--- src/rtl/store_write_buffer_pkg.sv ---
// Shared constants for the store write buffer and its forwarding matcher.
// Widths line up with the core's existing reorder-buffer and function-unit sizing.
package store_write_buffer_pkg;

  localparam int FUNCTION_UNIT_NUMBER    = 4;
  localparam int REORDER_BUFFER_SIZE_LOG = 4;
  localparam int ROB_LOG                 = REORDER_BUFFER_SIZE_LOG;
  localparam int XLEN                    = 32;
  localparam int SWB_DEPTH               = 4;

  typedef logic [XLEN-1:0] word_t;

endpackage

--- src/rtl/store_fwd_match.sv ---
// Age-prioritized address comparator: scans entries oldest-to-youngest from head
// so the youngest valid entry whose address equals ld_addr wins.
module store_fwd_match
  import store_write_buffer_pkg::*;
#(
  parameter int DEPTH = SWB_DEPTH,
  parameter int PTR_W = $clog2(DEPTH)
) (
  input  logic [PTR_W-1:0] head,
  input  logic [DEPTH-1:0] valid,
  input  word_t            addrs [DEPTH],
  input  word_t            ld_addr,
  output logic             hit,
  output logic [PTR_W-1:0] idx
);

  logic [PTR_W-1:0] slot;

  // NOTE: every variable written here gets a default first, so no latch is inferred.
  always_comb begin
    hit  = 1'b0;
    idx  = '0;
    slot = '0;
    for (int i = 0; i < DEPTH; i++) begin
      slot = head + PTR_W'(i);
      if (valid[slot] && addrs[slot] == ld_addr) begin
        hit = 1'b1;
        idx = slot;
      end
    end
  end

endmodule

--- src/rtl/store_write_buffer.sv ---
// Post-execution store buffer: holds completed stores until ROB commit, drains
// committed stores in order to memory, forwards to loads, and drops stores on flush.
module store_write_buffer
  import store_write_buffer_pkg::*;
#(
  parameter int DEPTH   = SWB_DEPTH,
  parameter int ROB_LOG = store_write_buffer_pkg::ROB_LOG,
  localparam int PTR_W  = $clog2(DEPTH),
  localparam int CNT_W  = $clog2(DEPTH) + 1
) (
  input  logic               clk,
  input  logic               reset,
  input  logic               in_valid,
  input  logic [ROB_LOG-1:0] in_position,
  input  word_t              in_addr,
  input  word_t              in_data,
  output logic               in_ready,
  input  logic               commit_valid,
  input  logic [ROB_LOG-1:0] commit_position,
  input  logic               flush,
  output logic               mem_req,
  output word_t              mem_addr,
  output word_t              mem_wdata,
  input  logic               mem_ack,
  input  word_t              ld_addr,
  output logic               fwd_hit,
  output word_t              fwd_data,
  output logic [CNT_W-1:0]   count,
  output logic               error
);

  logic [DEPTH-1:0]   valid_q;
  logic [DEPTH-1:0]   committed_q;
  logic [ROB_LOG-1:0] pos_q  [DEPTH];
  word_t              addr_q [DEPTH];
  word_t              data_q [DEPTH];
  logic [PTR_W-1:0]   head_q;
  logic [PTR_W-1:0]   tail_q;

  logic               accept;
  logic               pop;
  logic               commit_new;
  logic               commit_miss;
  logic [DEPTH-1:0]   commit_hit;
  logic [CNT_W-1:0]   n_committed;
  logic [PTR_W-1:0]   fwd_idx;

  assign in_ready  = (count != CNT_W'(DEPTH));
  assign accept    = in_valid && in_ready && !flush;
  assign mem_req   = valid_q[head_q] && committed_q[head_q];
  assign pop       = mem_req && mem_ack;
  assign mem_addr  = mem_req ? addr_q[head_q] : '0;
  assign mem_wdata = mem_req ? data_q[head_q] : '0;

  // A commit may name the store being accepted on the same edge.
  assign commit_new  = commit_valid && accept && (in_position == commit_position);
  assign commit_miss = commit_valid && !(|commit_hit) && !commit_new;

  // Committed entries are the oldest and contiguous from head, so their count
  // tells a flush where the tail must retract to.
  always_comb begin
    commit_hit  = '0;
    n_committed = '0;
    for (int i = 0; i < DEPTH; i++) begin
      commit_hit[i] = commit_valid && valid_q[i] && (pos_q[i] == commit_position);
      n_committed   = n_committed + CNT_W'(valid_q[i] && (committed_q[i] || commit_hit[i]));
    end
  end

  // NOTE: sequential state uses non-blocking assignments; later statements in the
  // block take priority, which orders accept/commit, then flush, then pop.
  always_ff @(posedge clk or posedge reset) begin
    if (reset) begin
      valid_q     <= '0;
      committed_q <= '0;
      head_q      <= '0;
      tail_q      <= '0;
      count       <= '0;
      error       <= 1'b0;
    end else begin
      if (accept) begin
        valid_q[tail_q]     <= 1'b1;
        committed_q[tail_q] <= commit_new;
      end
      for (int i = 0; i < DEPTH; i++) begin
        if (commit_hit[i]) committed_q[i] <= 1'b1;
        if (flush && !(committed_q[i] || commit_hit[i])) valid_q[i] <= 1'b0;
      end
      if (pop) begin
        valid_q[head_q]     <= 1'b0;
        committed_q[head_q] <= 1'b0;
      end
      head_q <= head_q + PTR_W'(pop);
      if (flush) begin
        tail_q <= head_q + PTR_W'(n_committed);
        count  <= n_committed - CNT_W'(pop);
      end else begin
        tail_q <= tail_q + PTR_W'(accept);
        count  <= count + CNT_W'(accept) - CNT_W'(pop);
      end
      if ((in_valid && !in_ready) || commit_miss) error <= 1'b1;
    end
  end

  // NOTE: payload storage has no reset; it is only observed through valid entries.
  always_ff @(posedge clk) begin
    if (accept) begin
      pos_q[tail_q]  <= in_position;
      addr_q[tail_q] <= in_addr;
      data_q[tail_q] <= in_data;
    end
  end

  store_fwd_match #(
    .DEPTH (DEPTH),
    .PTR_W (PTR_W)
  ) u_fwd_match (
    .head    (head_q),
    .valid   (valid_q),
    .addrs   (addr_q),
    .ld_addr (ld_addr),
    .hit     (fwd_hit),
    .idx     (fwd_idx)
  );

  assign fwd_data = fwd_hit ? data_q[fwd_idx] : '0;

endmodule

--- config.mk ---
export PLATFORM = sky130hd
export DESIGN_NAME = store_write_buffer
export DESIGN_NICKNAME = d
export VERILOG_FILES = /design/src/rtl/store_write_buffer_pkg.sv /design/src/rtl/store_fwd_match.sv /design/src/rtl/store_write_buffer.sv
export SDC_FILE = /design/constraint.sdc
export NUM_CORES = 1
export LEC_CHECK = 0
export CAP_MARGIN = 5
export CORE_MARGIN = 4
export CORE_UTILIZATION = 40
export DETAILED_ROUTE_END_ITERATION = 12
export DONT_BUFFER_PORTS = 1
export GPL_ROUTABILITY_DRIVEN = 0
export PLACE_DENSITY = 0.58
export SLEW_MARGIN = 20
export SYNTH_ARGS = -nofsm -noshare
export SYNTH_HDL_FRONTEND = slang
export SYNTH_SLANG_ARGS = --single-unit
--- constraint.sdc ---
create_clock -name clk -period 9.5 [get_ports clk]
set_input_delay 1.425 -clock clk [delete_from_list [all_inputs] [get_ports clk]]
set_output_delay 1.425 -clock clk [all_outputs]
set_load 0.005 [all_outputs]
## Word-level counts from Yosys, hierarchy flattened

Memories as Yosys holds them, arrays and structs flattened.
Index checks and enable logic that the tools add are counted.

| storage, ports and cells | value |
|---|---|
| input port bits | 110 |
| bits in writable memories | 144 |
| logic and storage cells | 159 |
| output and inout bits | 103 |
| memories kept | 2 |
| bits in registers | 144 |

Memory list:

| memory | words | width | rd ports | clocked after memory_dff | wr ports | RTL line | RTL |
|---|---|---|---|---|---|---|---|
| data_q | 4 | 32 | 2 | 0 | 1 | store_write_buffer.sv:36 | `word_t data_q [DEPTH];` |
| pos_q | 4 | 4 | 4 | 0 | 1 | store_write_buffer.sv:34 | `logic [ROB_LOG-1:0] pos_q [DEPTH];` |

| operators by class | value |
|---|---|
| eq/ne operators | 10 |
| reduce and logical (&&, ||, !) cells | 46 |
| order comparisons | 13 |
| $add $sub $neg | 12 |
| mux-type cells | 57 |
| bitwise operators | 9 |

Operator list:

| kind | count |
|---|---|
| 2-to-1 mux 32 bit | 12 |
| binary-select mux 32 bit (select 2 bit) | 4 |
| bitwise mux 128 bit | 1 |
| == test 32 bit | 4 |
| demux 32 bit (select 2 bit) | 1 |
| logical AND 1 bit | 32 |
| 2-to-1 mux 1 bit | 21 |
| == test 4 bit | 5 |
| 2-to-1 mux 4 bit | 4 |
| >= comparator 3 bit (second input constant) | 5 |
| less-than comparator 2 x 3 -> 1 bit (second input constant) | 5 |
| NOT 2 -> 3 bit | 5 |
| binary-select mux 1 bit (select 2 bit) | 5 |
| 2-to-1 mux 2 bit | 5 |
| bitwise AND 4 bit | 2 |
| logical NOT 1 bit | 8 |
| adder 3 x 1 -> 3 bit | 2 |
| subtractor 3 x 1 -> 3 bit | 2 |
| logical OR 1 bit | 5 |
| adder 2 x 1 -> 2 bit | 2 |
| adder 2 bit (second input constant) | 2 |
| bitwise mux 4 bit | 1 |
| demux 1 bit (select 2 bit) | 2 |
| >= comparator 2 x 1 -> 1 bit (second input constant) | 2 |
| other kinds (10) | 10 |

## Longest topological paths before layout

An unclocked memory read counts as a cell.

| logic depth | value |
|---|---|
| depth after elaboration | 12 |
| gate-level depth with buffers | 27 |
| gate-level depth less buffers | 15 |

## Hierarchy

A second synthesis with hierarchy kept.

| unflattened totals | value |
|---|---|
| cell total of the unflattened synthesis | 1,210 |
| area, all modules | 17,620.6 sq um |

Modules (own cells, without submodules):

| module | sequential area each (sq um) | cells each | instances | area each (sq um) |
|---|---|---|---|---|
| store_write_buffer | 8,568.2 | 646 | 1 | 12,514.5 |
| store_fwd_match | 0.0 | 564 | 1 | 5,106.1 |

## Worst setup path before layout

OpenSTA, ideal clock, no wires.

| timing path | value |
|---|---|
| path type | input to register |
| start | input flush |
| end | register committed_q[2] |
| buffers on the path | 0 |
| stages on the path | 4 |
| library setup time | 92 ps |
| path slack | 2,027 ps |
| arrival time | 7,382 ps |
| required time | 9,408 ps |
| cells stage by stage | nand3b_1 -> nor3b_1 -> o21ai_0 -> a21oi_1 |

| between the ends | value |
|---|---|
| cells in the longest elaborated chain, start to end | 9 |

RTL lines:

| item | RTL line | RTL |
|---|---|---|
| start: declaration | store_write_buffer.sv:20 | `input logic flush,` |
| logical NOT 1 bit * | store_write_buffer.sv:49 | `assign accept = in_valid && in_ready && !flush;` |
| logical AND 1 bit * | store_write_buffer.sv:49 |  |
| logical AND 1 bit (2 in a row) | store_write_buffer.sv:56 | `assign commit_new = commit_valid && accept && (in_position == commit_position);` |
| bitwise mux 4 bit | store_write_buffer.sv:83 | `committed_q[tail_q] <= commit_new;` |
| 2-to-1 mux 4 bit * | store_write_buffer.sv:81 | `if (accept) begin` |
| 2-to-1 mux 1 bit * | store_write_buffer.sv:86 | `if (commit_hit[i]) committed_q[i] <= 1'b1;` |
| bitwise AND 4 bit (no line) | n/a |  |
| 2-to-1 mux 4 bit * | store_write_buffer.sv:89 | `if (pop) begin` |
| end signal: indexed assignment | store_write_buffer.sv:83 |  |
| end: declaration | store_write_buffer.sv:33 | `logic [DEPTH-1:0] committed_q;` |

Every way passes the cells marked *; elsewhere a longest branch is shown, timed or not.
A chain may end at the register's enable or synchronous reset.

## Worst setup path after layout

| timing path | value |
|---|---|
| start | register head_q[1] |
| end | output fwd_data[19] |

| between the ends | value |
|---|---|
| cells in the longest elaborated chain, start to end | 12 |
| elaborated cells on any way between the ends | 45 |
| classes of those cells | add/sub: 3; eq/ne: 4; mux: 29; bitwise: 4; reduce/logical: 4; memory: 1 |

RTL lines:

| item | RTL line | RTL |
|---|---|---|
| start: declaration | store_write_buffer.sv:37 | `logic [PTR_W-1:0] head_q;` |
| start signal: assignment | store_write_buffer.sv:93 | `head_q <= head_q + PTR_W'(pop);` |
| adder 2 x 1 -> 2 bit or NOT 2 -> 3 bit (tied branches) | store_fwd_match.sv:25, store_fwd_match.sv:26 |  |
| NOT 2 -> 3 bit (not written as such) or binary-select mux 32 bit (select 2 bit) (tied branches) | store_fwd_match.sv:26 | `if (valid[slot] && addrs[slot] == ld_addr) begin` |
| binary-select mux 32 bit (select 2 bit) or 2-to-1 mux 32 bit (tied branches) | store_fwd_match.sv:26 |  |
| 2-to-1 mux 32 bit (not written as such) | store_fwd_match.sv:26 |  |
| 2-to-1 mux 32 bit (not written as such) or == test 32 bit (tied branches) | store_fwd_match.sv:26 |  |
| == test 32 bit or logical AND 1 bit (tied branches) | store_fwd_match.sv:26 |  |
| logical AND 1 bit or 2-to-1 mux 2 bit (tied branches) | store_fwd_match.sv:26 |  |
| 2-to-1 mux 2 bit (3 in a row) | store_fwd_match.sv:26 |  |
| memory read (4 x 32 bit) | n/a |  |
| 2-to-1 mux 32 bit * | store_write_buffer.sv:126 | `assign fwd_data = fwd_hit ? data_q[fwd_idx] : '0;` |
| end: declaration | store_write_buffer.sv:27 | `output word_t fwd_data,` |

Every way passes the cells marked *; elsewhere a longest branch is shown, timed or not. The select of a mux whose other input is x is not followed.

==> results.toml <==
[cts]
htree_num_levels = 2
ctsHoldBuffers = 0
cts_buffer_depth = 3
clock_sinks = 288
cts_tree = "yes"
cts_made_buffers = 35
cts-resized-gates = 0
root_buffer = "clkbuf_16"
clk_latency_ns = 0.55
cts_setup_buffers = 0
clkTransAtPathRegs_ns = 0.06

[die]
die_h_um = 232
die_w_um = 232
core_sq_um = 49400
io_pins = 213
initial_utilization_pct = 40.8
die-area_sq_um = 54000
rows = 81

[global_route]
track_usage_pct = 23.4
grt_pass1_vias = 14300
grt_overflow_total = 0
grt_pass1_wl_um = 95400
grt_max_degree = 87
antenna_found_initial = 2

[route]
drc = 0
drt_iter0_markers = 1822
vias = 14700
vias_per_cell = 6.47
drt_wl_total_um = 64900
ant_nets = 0
dr.pass1.iters = 6
wl_per_cell_um = 28.5

[pwr]
vdd.ir_drop.worst_uv = 183
cellInternalPower_mw = 3.62
switching_share_pct = 41.2
p_switching_mw = 2.54
pwr-share-comb_pct = 50.9
power_density_nw_per_um2 = 285
p_total_mw = 6.15
power.leakage_nw = 6.94
clkPwrFrac_pct = 20.5
p_seq_share_pct = 28.7

[timing]
fin_crit_sh_pct = 88.4
drv_slew = 0
skew_ns = 0.0243
rsz0062_at_grt = "no"
relSlewSlack_pct = 28.0
worstMarginPinSlew_ns = 1.08
setup_viol = 0
fin_crit_ns = 8.40
hold_viol = 0
setup_tns_ns = 0
fmax_mhz = 119

[min_path]
hp-start = "error$_DFFE_PP0P_"
holdPathEnd = "error$_DFFE_PP0P_"
hold_depth = 2
hp-class = "reg2reg"

[worst_setup_path]
path_class = "reg2out"
crit_chain = "inv_1, ha_4, buf_4, mux4_2, xnor2_1, nand4_1, nor4_1, nand4_1, a311o_1, buf_4, nand2b_2, buf_4, o22ai_1, a211oi_1, a41o_1"
critPathMaxFanout = 34
cpMostUsedCell = "buf_4"
worstSetupStartpointType = "flop"
worstRegToRegCells = 14
worstReg2RegEnd = "count[2]$_DFF_PP0_"
worstPathArrival_ns = 6.97
ff2ff_setup_slack_ns = 4.52
required_ns = 8.08
r2r-start = "head_q[1]$_DFF_PP0_"
end_kind = "output pin"
cp_slowest_stage_delay_ns = 0.80
critPathSlowestCell = "dfrtp_4"

[yosys]
ys.flop_type = "edfxtp_1"
yosysSeqAreaShare_pct = 42.6
ys_ff_latch = 288
synthArstFlopShare_pct = 5.56
syn_nets = 1797
yosysUniqueCellTypes = 79
syn_avg_cell_area_sq_um = 12.0
synth_area_sq_um = 20100
syn_inst = 1672
synth-edff-count = 272
yosys_warnings = 0

[layout]
mostFrequentLayoutCells = "edfxtp_1 (272), mux4_2 (120), xnor2_1 (118), mux2i_1 (116), nand2_1 (83)"
fin_nets = 1714
fin_cells = 2278
drive_above_1_share_pct = 17.6
postLayoutCoreUtil_pct = 43.7
layout_commonest_cell = "edfxtp_1"
layout-area-overhead-vs-synth_pct = 7.28

[place]
dp.cells = 2216
hpwl_um = 44600
io_buffers = 0

[job]
drv_cap = 0

[status]
status = "finished clean"
synthesized netlist by cell type, types with 30 or more instances:
cell	number	area share [%]
edfxtp_1	272	41
mux4_2	120	13
xnor2_1	118	5.1
mux2i_1	116	5.8
clkbuf_1	83	1.5
nand2_1	83	1.5
nand2b_1	74	2.3
nor2_1	74	1.4
and2_1	64	2.0
o21ai_0	52	1.3
nor3_1	45	1.1
o22ai_1	42	1.3
nand4_1	39	1.2
a211oi_1	38	1.4
nor3b_1	36	1.3
buf_2	34	0.85
a41o_1	31	1.5
a2111oi_2	30	2.2
cells by family (layout without fill, tap and decap cells):
group / count (synthesis) / after routing / synth area share (%)
AO/OA/AOI/OAI: 286 / 286 / 11.5
XOR/XNOR: 143 / 143 / 6.22
adder cells (fa/ha/maj): 15 / 15 / 1.01
buffers and inverters: 175 / 116 / 4.30
flip-flops: 288 / 288 / 42.6
multiplexers: 252 / 252 / 20.3
other: 0 / 1 / 0
AND/OR/NAND/NOR: 513 / 513 / 14.0
worst max-delay path by stage:
stage,start,end,depth (start not counted)
after floorplan,flush,committed_q[2]$_DFF_PP0_,4
after global placement,head_q[1]$_DFF_PP0_,fwd_data[29],15
after detailed placement,head_q[1]$_DFF_PP0_,fwd_data[29],15
after CTS,head_q[1]$_DFF_PP0_,fwd_data[29],15
after global routing,head_q[1]$_DFF_PP0_,fwd_data[17],15
final,head_q[1]$_DFF_PP0_,fwd_data[19],15
stage by stage:
step                      setup WS, ns  hold WS (ns)  area, sq um
after floorplan                   2.03         0.463        20100
after global placement            1.81         0.491        20500
after detailed placement          1.72         0.501        20500
after CTS                         1.08         0.522        21600
after global routing             0.766         0.561        21600
final                             1.10         0.517        21600
flip-flops by register name (all words and copies together), names as in the netlist:
name         flops
tail_q           2
data_q         128
head_q           2
error            1
count            3
valid_q          4
pos_q           16
committed_q      4
addr_q         128
power groups by stage:
stage	clock network (mW)	registers (mW)	logic [mW]
after floorplan	0	1.68	2.50
after global placement	0	1.78	3.08
after detailed placement	0	1.79	3.09
after CTS	1.29	1.76	3.10
after global routing	1.34	1.79	3.33
final	1.26	1.77	3.13
metal layers:
layer  global-route usage, %  vias up  routed length (um)
met5                       0        -                  13
met4                    7.29        2                2010
met3                    7.38      124                6540
met2                    36.2      711               29500
met1                    31.6     7528               26800
li1                        -     6376                   -
area by class of cell:
type,count,area (sq um)
fill,4554,27800
multi-input combinational,1209,10800
sequential,288,8580
clock buffer,48,955
tap,664,831
timing repair buffer,31,262
clock inverter,13,110
inverter,24,91.3
antenna,1,2.50
critical path: cells and delay by family (launching register included):
family / cells / cell delay (ns)
compound gates: 4 / 1.08
xor+xnor: 1 / 0.30
fa+ha+maj: 1 / 0.72
buf+inv: 4 / 1.45
flops: 1 / 0.80
mux: 1 / 0.53
simple gates: 4 / 1.44
No activity file was read; power rests on OpenSTA's default activity.
